[config.mk]
export PLATFORM = sky130hd
export DESIGN_NAME = pwm_sum_sched
export DESIGN_NICKNAME = d
export VERILOG_FILES = /design/src/rtl/pwm_sum_pkg.sv /design/src/rtl/sum_slot.sv /design/src/rtl/pwm_sum_sched.sv
export SDC_FILE = /design/constraint.sdc
export NUM_CORES = 1
export LEC_CHECK = 0
export CAP_MARGIN = 20
export CORE_MARGIN = 3
export CORE_UTILIZATION = 47
export CTS_CLUSTER_DIAMETER = 200
export DETAILED_ROUTE_END_ITERATION = 10
export PLACE_DENSITY_LB_ADDON = 0.05
export SYNTH_ARGS = -nofsm -noshare
export SYNTH_HDL_FRONTEND = slang
export SYNTH_SLANG_ARGS = --single-unit
[constraint.sdc]
create_clock -name clk -period 13.1 [get_ports clk]
set_input_delay 3.93 -clock clk [delete_from_list [all_inputs] [get_ports clk]]
set_output_delay 3.93 -clock clk [all_outputs]
set_load 0.03 [all_outputs]
[src/rtl/pwm_sum_pkg.sv]
// Shared types and defaults for the PWM sum frame scheduler.
// Provides the scheduler state encoding, default widths and the contribution record.
// No logic lives here.
package pwm_sum_pkg;

  localparam int WIDTH_DEFAULT   = 16;
  localparam int TIMEOUT_DEFAULT = 255;

  typedef enum logic [1:0] {
    S_IDLE    = 2'd0,
    S_COLLECT = 2'd1,
    S_ISSUE   = 2'd2,
    S_WAIT    = 2'd3
  } sched_state_e;

  // One producer contribution: unsigned magnitude plus subtract flag.
  typedef struct packed {
    logic [WIDTH_DEFAULT-1:0] val;
    logic                     sgn;
  } contrib_t;

endpackage

[src/rtl/sum_slot.sv]
// Per-producer capture slot: holds one contribution per frame and generates ready.
// Latency: capture lands the cycle after valid&&ready; ready is combinational from open/got.
// Backpressure: ready drops once the slot has captured, so a repeat valid is never acknowledged.
//
// Ports: clk/rst, clear (start of frame), open (collection window), valid/val/sgn from the
// producer, ready/accept back to producer and FSM, got flag, cap_val/cap_sgn capture registers.
import pwm_sum_pkg::*;

module sum_slot #(
  parameter int WIDTH = WIDTH_DEFAULT
) (
  input  logic             clk,
  input  logic             rst,
  input  logic             clear,
  input  logic             open,
  input  logic             valid,
  input  logic [WIDTH-1:0] val,
  input  logic             sgn,
  output logic             ready,
  output logic             accept,
  output logic             got,
  output logic [WIDTH-1:0] cap_val,
  output logic             cap_sgn
);

  assign ready  = open && !got;
  assign accept = valid && ready;

  always_ff @(posedge clk or posedge rst) begin
    if (rst) begin
      got     <= 1'b0;
      cap_val <= '0;
      cap_sgn <= 1'b0;
    end else if (clear) begin
      // An uncaptured slot must read as +0 so it adds nothing.
      got     <= 1'b0;
      cap_val <= '0;
      cap_sgn <= 1'b0;
    end else if (accept) begin
      got     <= 1'b1;
      cap_val <= val;
      cap_sgn <= sgn;
    end
  end

endmodule

[src/rtl/pwm_sum_sched.sv]
// Frame scheduler feeding the registered four-input signed adder of the PWM datapath.
// Latency: tick to out_valid is 4 cycles minimum, TIMEOUT+3 cycles when a producer misses.
// Backpressure: each producer is acked once per frame; ticks while busy are dropped and flagged.
//
// Ports: clk/rst; tick sample strobe; c0..c3 valid/ready/val (+sgn for c1..c3) producers;
// add_c0..add_c3 and add_c1_sgn..add_c3_sgn adder operands, add_val registered adder result;
// out_val/out_valid published sum; busy, missed[3:0] per-channel misses, overrun pulse.
import pwm_sum_pkg::*;

module pwm_sum_sched #(
  parameter int WIDTH   = WIDTH_DEFAULT,
  parameter int TIMEOUT = TIMEOUT_DEFAULT
) (
  input  logic             clk,
  input  logic             rst,
  input  logic             tick,
  input  logic [WIDTH-1:0] c0_val,
  input  logic             c0_valid,
  output logic             c0_ready,
  input  logic [WIDTH-1:0] c1_val,
  input  logic             c1_sgn,
  input  logic             c1_valid,
  output logic             c1_ready,
  input  logic [WIDTH-1:0] c2_val,
  input  logic             c2_sgn,
  input  logic             c2_valid,
  output logic             c2_ready,
  input  logic [WIDTH-1:0] c3_val,
  input  logic             c3_sgn,
  input  logic             c3_valid,
  output logic             c3_ready,
  output logic [WIDTH-1:0] add_c0,
  output logic [WIDTH-1:0] add_c1,
  output logic [WIDTH-1:0] add_c2,
  output logic [WIDTH-1:0] add_c3,
  output logic             add_c1_sgn,
  output logic             add_c2_sgn,
  output logic             add_c3_sgn,
  input  logic [WIDTH-1:0] add_val,
  output logic [WIDTH-1:0] out_val,
  output logic             out_valid,
  output logic             busy,
  output logic [3:0]       missed,
  output logic             overrun
);

  localparam logic [15:0] TO_LAST = 16'(TIMEOUT - 1);

  sched_state_e state_q, state_d;
  logic [15:0]  cnt_q;
  logic [3:0]   got, acc;
  logic [3:0]   next_missed_q;
  logic         clear, open, collect_done;
  logic         unused_c0_sgn;

  assign open = (state_q == S_COLLECT);
  assign busy = (state_q != S_IDLE);

  // Capture registers drive the adder operands directly for the whole frame.
  sum_slot #(.WIDTH(WIDTH)) u_slot0 (
    .clk(clk), .rst(rst), .clear(clear), .open(open),
    .valid(c0_valid), .val(c0_val), .sgn(1'b0),
    .ready(c0_ready), .accept(acc[0]), .got(got[0]),
    .cap_val(add_c0), .cap_sgn(unused_c0_sgn)
  );

  sum_slot #(.WIDTH(WIDTH)) u_slot1 (
    .clk(clk), .rst(rst), .clear(clear), .open(open),
    .valid(c1_valid), .val(c1_val), .sgn(c1_sgn),
    .ready(c1_ready), .accept(acc[1]), .got(got[1]),
    .cap_val(add_c1), .cap_sgn(add_c1_sgn)
  );

  sum_slot #(.WIDTH(WIDTH)) u_slot2 (
    .clk(clk), .rst(rst), .clear(clear), .open(open),
    .valid(c2_valid), .val(c2_val), .sgn(c2_sgn),
    .ready(c2_ready), .accept(acc[2]), .got(got[2]),
    .cap_val(add_c2), .cap_sgn(add_c2_sgn)
  );

  sum_slot #(.WIDTH(WIDTH)) u_slot3 (
    .clk(clk), .rst(rst), .clear(clear), .open(open),
    .valid(c3_valid), .val(c3_val), .sgn(c3_sgn),
    .ready(c3_ready), .accept(acc[3]), .got(got[3]),
    .cap_val(add_c3), .cap_sgn(add_c3_sgn)
  );

  always_ff @(posedge clk or posedge rst) begin
    if (rst) state_q <= S_IDLE;
    else     state_q <= state_d;
  end

  always_comb begin
    state_d      = state_q;
    clear        = 1'b0;
    collect_done = 1'b0;
    case (state_q)
      S_IDLE: begin
        if (tick) begin
          clear   = 1'b1;
          state_d = S_COLLECT;
        end
      end
      S_COLLECT: begin
        // Completion is checked including this cycle's accepts, so a full set
        // arriving on the last timeout cycle still reports no misses.
        if (((got | acc) == 4'hF) || (cnt_q == TO_LAST)) begin
          collect_done = 1'b1;
          state_d      = S_ISSUE;
        end
      end
      S_ISSUE: state_d = S_WAIT;
      S_WAIT:  state_d = S_IDLE;
      default: state_d = S_IDLE;
    endcase
  end

  always_ff @(posedge clk or posedge rst) begin
    if (rst) begin
      cnt_q         <= '0;
      next_missed_q <= '0;
      out_val       <= '0;
      out_valid     <= 1'b0;
      missed        <= '0;
      overrun       <= 1'b0;
    end else begin
      if (clear)
        cnt_q <= '0;
      else if (open)
        cnt_q <= cnt_q + 16'd1;

      if (collect_done)
        next_missed_q <= ~(got | acc);

      // add_val is valid during WAIT: the adder registered the operands at the end of ISSUE.
      out_valid <= (state_q == S_WAIT);
      if (state_q == S_WAIT) begin
        out_val <= add_val;
        missed  <= next_missed_q;
      end

      overrun <= tick && (state_q != S_IDLE);
    end
  end

endmodule

==> results.tsv, run 1 <==
stage	metric	value	unit
global_route	global route overflow	0	
placed_design	GP Congestion	0.813	
timing	fmax	0.154	GHz
timing	Worst Tran Pin Value	883	ps
floorplan	row cnt	36	
setup_path	FF-to-FF Start	state_q[1]	
timing	Final Worst Setup Slack	6600	ps
power_and_ir_drop	clock share of power	21.7	%
floorplan	die area	0.0114	mm²
clocking	clk buf depth	2	
setup_path	crit path cell chain	inv_1, ha_1, nor2b_1, clkdlybuf4s50_1	
clocking	Post-CTS Resized	0	
min_path	Hold Path Cell Cnt	2	
global_route	first-pass GRT wire length	20.0	mm
floorplan	die outline width	107	µm
route	Initial DRC Count	205	
timing	Worst Skew	8.39	ps
floorplan	# IOs	184	
yosys	post-synthesis instance total	475	
setup_path	Setup crit start	state_q[1]	
yosys	Post-synth ARST share	100	%
clocking	setup repair bufs after CTS	0	
timing	Final min period	6500	ps
clocking	H-tree depth	4	
route	number of nets with antenna violations after routing	0	
timing	Fin. Hold Viols	0	
cells_and_area	fin nets	754	
yosys	most common cell in the netlist	nand2_1	
setup_path	Reg-to-Reg End	state_q[1]	
clocking	clk slew on worst S/H paths	50	ps
timing	final period utilization	49.6	%
setup_path	Crit path max-delay family	buffers and inverters	
setup_path	crit path kind	register to primary output	
min_path	worst hold path class	register to register	
cells_and_area	area growth from synthesis to layout	51.6	%
global_route	initial antenna violation count	0	
route	Detailed Route WL	12.4	mm
yosys	Mean Syn Cell Area	10.1	µm²
global_route	vias in the first global route	4082	
route	drt pass-1 iters	4	
clocking	clk sinks	115	
min_path	worst hold endpoint	u_slot2.cap_val[8]	
yosys	count of different cell masters after synthesis	29	
placed_design	detailed placement HPWL	8.44	mm
floorplan	Initial Util	48.7	%
power_and_ir_drop	Reg power frac	31.7	%
global_route	largest net degree at the start of global routing	84	
clocking	Hold-fix buffers, CTS	0	
min_path	HP Start	u_slot2.cap_val[8]	
placed_design	Buffers on Ports	183	
cells_and_area	non-filler instance count after layout	803	
cells_and_area	share of layout cells above drive strength 1	9.70	%
floorplan	core area	0.00982	mm²
timing	Slew headroom	41.1	%
cells_and_area	diode count	0	
yosys	area leader, netlist	dfrtp_1	
yosys	#FFs+latches synth	115	
power_and_ir_drop	Int Pwr	1.09	mW
setup_path	crit path buf inv count	2	
yosys	top_reg_cell synth	dfrtp_1	
setup_path	FF-to-FF path depth	6	
floorplan	Die Height	107	µm
timing	RSZ-0062 raised after global routing	false	
setup_path	critical path's largest stage delay	730	ps
setup_path	Arrival @ worst endpoint	2570	ps
route	routed via count	3994	
timing	setup TNS	0	ps
placed_design	Inst Count DP	769	
yosys	Synth Net Count	572	
setup_path	Worst Path Required	9170	ps
setup_path	cell with the largest stage delay on the worst path	clkdlybuf4s50_1	
timing	Slew Limit Fails	0	
yosys	sequential area share after synthesis	60.2	%
clocking	CTS tree	built	
job	Max-cap violations	0	
yosys	Syn. warnings	0	
power_and_ir_drop	Max VDD drop	0.117	mV
clocking	clk_lat worst skew	510	ps
global_route	Tot GR Track Use	22.4	%
route	via-per-instance ratio	4.97	
yosys	synthesized area	0.00478	mm²
run_status	status	finished, final reports clean	
clocking	TritonCTS Buffers	17	
clocking	Root Buffer	clkbuf_8	
power_and_ir_drop	Power Dens Cells	250	mW/mm²
setup_path	crit path capture type	primary output	
power_and_ir_drop	Psw	0.725	mW
placed_design	DP Worst Slack	6810	ps
timing	final setup fails	0	
power_and_ir_drop	Combinational Power Share	46.5	%
setup_path	peak fanout along the critical path	15	
yosys	number of synthesized flops with an enable pin	0	
power_and_ir_drop	P_leak	3.15	nW
setup_path	CP Launch Type	register	
setup_path	r2r setup slk	10550	ps
power_and_ir_drop	sw frac	39.9	%
yosys	Yosys top cell area share	60.2	%
route	DR WL/cell	15.4	µm
yosys	largest cells by area after synthesis	dfrtp_1 (60%), nand2_1 (11%), a21oi_1 (6.1%), mux2_2 (4.7%), o21ai_0 (2.2%)	
route	residual DRC count	0	
yosys	most frequent cells after synthesis	nand2_1 (144), dfrtp_1 (115), a21oi_1 (58), nor2_1 (24), clkbuf_1 (23)	
-- routing by layer --
layer,GRT usage [%],vias up,wire length [µm]
met5,0,-,0
met4,9.22,0,294
met3,8.31,20,1090
met2,36.6,143,6060
met1,26.6,1896,4930
li1,-,1935,-
-- worst max path at each step --
stage / slack, ps / end / depth (start not counted)
global route: 6380 / c1_ready / 4
global placement: 6910 / u_slot2.cap_val[7] / 5
CTS: 6560 / c0_ready / 4
finish: 6600 / c2_ready / 4
detailed placement: 6810 / u_slot2.cap_val[10] / 5
floorplan: 6130 / cnt_q[0] / 1
-- flip-flops by register name, indices dropped and copies added, names as in the netlist, 2 cells and up --
register / flops
next_missed_q: 4
u_slot1.cap_val: 16
u_slot2.cap_val: 16
missed: 4
u_slot3.cap_val: 16
cnt_q: 16
state_q: 2
out_val: 16
u_slot0.cap_val: 16
-- through the flow --
step	instance area [µm²]	total power, mW	hold slack [ps]	util (%)
after global routing	7250	1.92	512	73.8
after floorplan	4780	1.07	476	-
after global placement	6700	1.40	461	68.3
after CTS	7220	1.83	486	73.5
after detailed placement	6700	1.42	474	68.3
final	7250	1.81	481	73.8
-- logic make-up (layout without fill, tap and decap cells) --
kind of cell | Yosys count | in the layout | share of synthesized area (%)
simple gates | 200 | 200 | 17.5
compound gates | 82 | 82 | 9.08
fa+ha+maj | 7 | 7 | 1.83
xor+xnor | 11 | 11 | 2.01
mux | 27 | 27 | 6.62
flops | 115 | 115 | 60.2
buf+inv | 33 | 228 | 2.80
-- cell type report --
cell class                      instances  area, µm²
Fill cell                             743       2570
Clock inverter                         10       60.1
Sequential cell                       115       2880
Multi-Input combinational cell        327       1780
Tap cell                              133        166
Clock buffer                           22        453
Timing Repair Buffer                  187       1880
Inverter                                9       36.3
-- cell usage in the layout (no fill, tap or decap), types with 2 or more instances in the layout --
master	count
mux2_4	4
clkbuf_8	3
nor2b_1	4
and2_1	3
clkinvlp_4	4
xor2_1	2
xnor2_1	9
nor2_1	24
nor3_1	3
clkbuf_16	16
or3_1	3
mux2i_1	2
or3_2	2
ha_1	7
nand4_1	4
dfrtp_1	115
clkinv_2	6
mux2_2	20
nand2_1	144
or4_1	3
clkdlybuf4s50_1	183
a21oi_1	57
inv_1	8
buf_4	2
o21ai_0	21
nand3_1	4
nor4_1	3
clkbuf_1	3
-- power groups by stage --
| stage | registers [mW] | clock network (mW) | logic [mW] |
|---|---|---|---|
| 2_1_floorplan | 0.806 | 0 | 0.267 |
| 4_1_cts | 0.576 | 0.403 | 0.851 |
| 3_5_place_dp | 0.579 | 0 | 0.844 |
| 3_3_place_gp | 0.572 | 0 | 0.830 |
| 5_1_grt | 0.595 | 0.419 | 0.905 |
| 6_report | 0.576 | 0.394 | 0.844 |
-- worst reg2reg max path, cell delays in order (launching register included) --
cell and delay [ps]:
dfrtp_1 400, inv_1 110, ha_1 530, a21oi_1 150, or4_1 610, a32oi_2 280, mux2_1 350
Note: power is estimated with default switching activity, not from simulation.
==> run 2: changes to the inputs <==
--- a/config.mk
+++ b/config.mk
@@ -7,7 +7,7 @@
 export LEC_CHECK = 0
 export CAP_MARGIN = 20
 export CORE_MARGIN = 3
-export CORE_UTILIZATION = 47
+export CORE_UTILIZATION = 44
 export CTS_CLUSTER_DIAMETER = 200
 export DETAILED_ROUTE_END_ITERATION = 10
 export PLACE_DENSITY_LB_ADDON = 0.05
==> constraint.sdc (replaced) <==
create_clock -name clk -period 6.1 [get_ports clk]
set_input_delay 1.83 -clock clk [delete_from_list [all_inputs] [get_ports clk]]
set_output_delay 1.83 -clock clk [all_outputs]
set_load 0.03 [all_outputs]
==> run 2 against run 1 <==
Against the previous run:
- clock skew fell by 1.9 ps
- clock-buffer cell count stayed put
- design area is 0.81% higher
- power up 120%
- register-to-register slack lost 7100 ps
- first-iteration DRC count rose by 24%
- clock power up 140%
- critical path depth unchanged
- sequential power is 110% higher
- critical path type unchanged
- critical endpoint is now c1_ready
- largest power group unchanged
- highest routed layer unchanged
==> results.tsv, run 2 (same netlist as run 1, synthesis figures left out) <==
stage	metric	value	unit
run_status	status	finished, final reports clean	
cells_and_area	fin nets	754	
min_path	worst hold path class	register to register	
global_route	vias in the first global route	3863	
floorplan	die area	0.0122	mm²
clocking	Hold-fix buffers, CTS	0	
setup_path	Arrival @ worst endpoint	2680	ps
placed_design	Buffers on Ports	183	
min_path	HP Start	u_slot2.cap_val[11]	
timing	Slew Limit Fails	0	
setup_path	crit path capture type	primary output	
route	residual DRC count	0	
power_and_ir_drop	clock share of power	23.5	%
power_and_ir_drop	sw frac	39.0	%
floorplan	row cnt	37	
setup_path	r2r setup slk	3490	ps
timing	Worst Skew	6.49	ps
floorplan	Die Height	110	µm
cells_and_area	most frequent cells in the layout	clkdlybuf4s50_1 (183), nand2_1 (144), dfrtp_1 (115)	
power_and_ir_drop	Int Pwr	2.42	mW
placed_design	DP Worst Slack	1850	ps
power_and_ir_drop	P_leak	3.18	nW
timing	final setup fails	0	
route	drt pass-1 iters	4	
clocking	Root Buffer	clkbuf_8	
timing	setup TNS	0	ps
job	Max-cap violations	0	
power_and_ir_drop	Psw	1.55	mW
timing	Slew headroom	35.7	%
min_path	Hold Path Cell Cnt	2	
setup_path	Worst Path Required	4270	ps
route	Detailed Route WL	12.2	mm
placed_design	Inst Count DP	772	
clocking	clk sinks	115	
cells_and_area	diode count	0	
cells_and_area	share of layout cells above drive strength 1	9.70	%
route	Initial DRC Count	254	
global_route	global route overflow	0	
global_route	largest net degree at the start of global routing	87	
setup_path	peak fanout along the critical path	15	
setup_path	FF-to-FF Start	state_q[1]	
cells_and_area	non-filler instance count after layout	806	
timing	Final Worst Setup Slack	1590	ps
power_and_ir_drop	Power Dens Cells	544	mW/mm²
clocking	TritonCTS Buffers	17	
placed_design	GP Congestion	0.719	
route	number of nets with antenna violations after routing	0	
min_path	worst hold endpoint	u_slot2.cap_val[11]	
clocking	setup repair bufs after CTS	0	
route	routed via count	3978	
clocking	Post-CTS Resized	0	
clocking	clk slew on worst S/H paths	50	ps
power_and_ir_drop	Max VDD drop	0.258	mV
setup_path	CP Launch Type	register	
timing	Fin. Hold Viols	0	
floorplan	Initial Util	45.7	%
floorplan	# IOs	184	
cells_and_area	filler cell count	828	
placed_design	detailed placement HPWL	8.49	mm
setup_path	crit path kind	register to primary output	
floorplan	die outline width	110	µm
global_route	Tot GR Track Use	20.2	%
global_route	first-pass GRT wire length	18.7	mm
route	via-per-instance ratio	4.94	
timing	fmax	0.222	GHz
clocking	CTS tree	built	
power_and_ir_drop	Reg power frac	31.0	%
route	DR WL/cell	15.1	µm
timing	RSZ-0062 raised after global routing	false	
floorplan	core area	0.0105	mm²
cells_and_area	area growth from synthesis to layout	52.9	%
clocking	clk buf depth	2	
timing	Worst Tran Pin Value	965	ps
timing	Final min period	4510	ps
clocking	H-tree depth	4	
cells_and_area	commonest non-fill, non-tap cell in the layout	clkdlybuf4s50_1	
timing	final period utilization	73.9	%
setup_path	FF-to-FF path depth	6	
setup_path	Reg-to-Reg End	state_q[1]	
global_route	initial antenna violation count	0	
power_and_ir_drop	Combinational Power Share	45.5	%
clocking	clk_lat worst skew	510	ps
[run 2: changes by cell type in the layout (fill, tap and decap cells not counted)]
| cell | delta |
|---|---|
| bufinv_16 | +2 |
| buf_12 | -1 |
| buf_16 | +1 |
| clkinv_2 | -1 |
| clkinvlp_4 | -1 |
[run 2: power by group through the flow]
stage	logic, mW	clock network, mW	registers (mW)
after floorplan	0.574	0	1.73
after global placement	1.78	0	1.23
after detailed placement	1.82	0	1.24
after CTS	1.82	0.953	1.23
after global routing	1.94	0.989	1.27
final	1.81	0.933	1.23
[run 2: final cells by class]
cell class / instances / area (µm²) / area share, %
multi-input cells: 327 / 1780 / 24.3
clock inverters: 10 / 108 / 1.47
flip-flops and latches: 115 / 2880 / 39.4
inverters: 9 / 36.3 / 0.496
clock buffers: 22 / 453 / 6.20
repair buffers: 187 / 1890 / 25.8
well taps: 136 / 170 / 2.33
[run 2: worst max path at each step]
stage,start,end,slack [ps],cells past startpoint
2_1_floorplan,rst,cnt_q[0],1230,1
3_5_place_dp,tick,u_slot2.cap_val[12],1850,5
3_3_place_gp,tick,u_slot2.cap_val[8],1980,5
5_1_grt,state_q[1],c1_ready,1470,4
6_report,state_q[1],c1_ready,1590,4
4_1_cts,state_q[1],c1_ready,1570,4
[run 2: worst max-delay path: stages, from the launching register on]
cell,delay [ps]
dfrtp_1,400
inv_1,120
ha_1,550
nor2b_1,350
clkdlybuf4s50_1,730
[run 2: per-layer routing]
metal | wire length, µm | global-route usage (%) | part of all wire [%]
met5 | 0 | 0 | 0
met4 | 148 | 6.60 | 1.2
met3 | 1190 | 8.10 | 9.7
met2 | 5850 | 32.6 | 48
met1 | 5010 | 24.7 | 41
[run 2: stage by stage]
stage	util (%)	cell area, µm²	hold slack, ps	power [mW]
2_1_floorplan	-	4780	476	2.30
3_3_place_gp	64.1	6710	460	3.01
3_5_place_dp	64.1	6710	472	3.06
4_1_cts	69.5	7270	484	4.01
5_1_grt	69.9	7310	500	4.20
6_report	69.9	7310	474	3.98
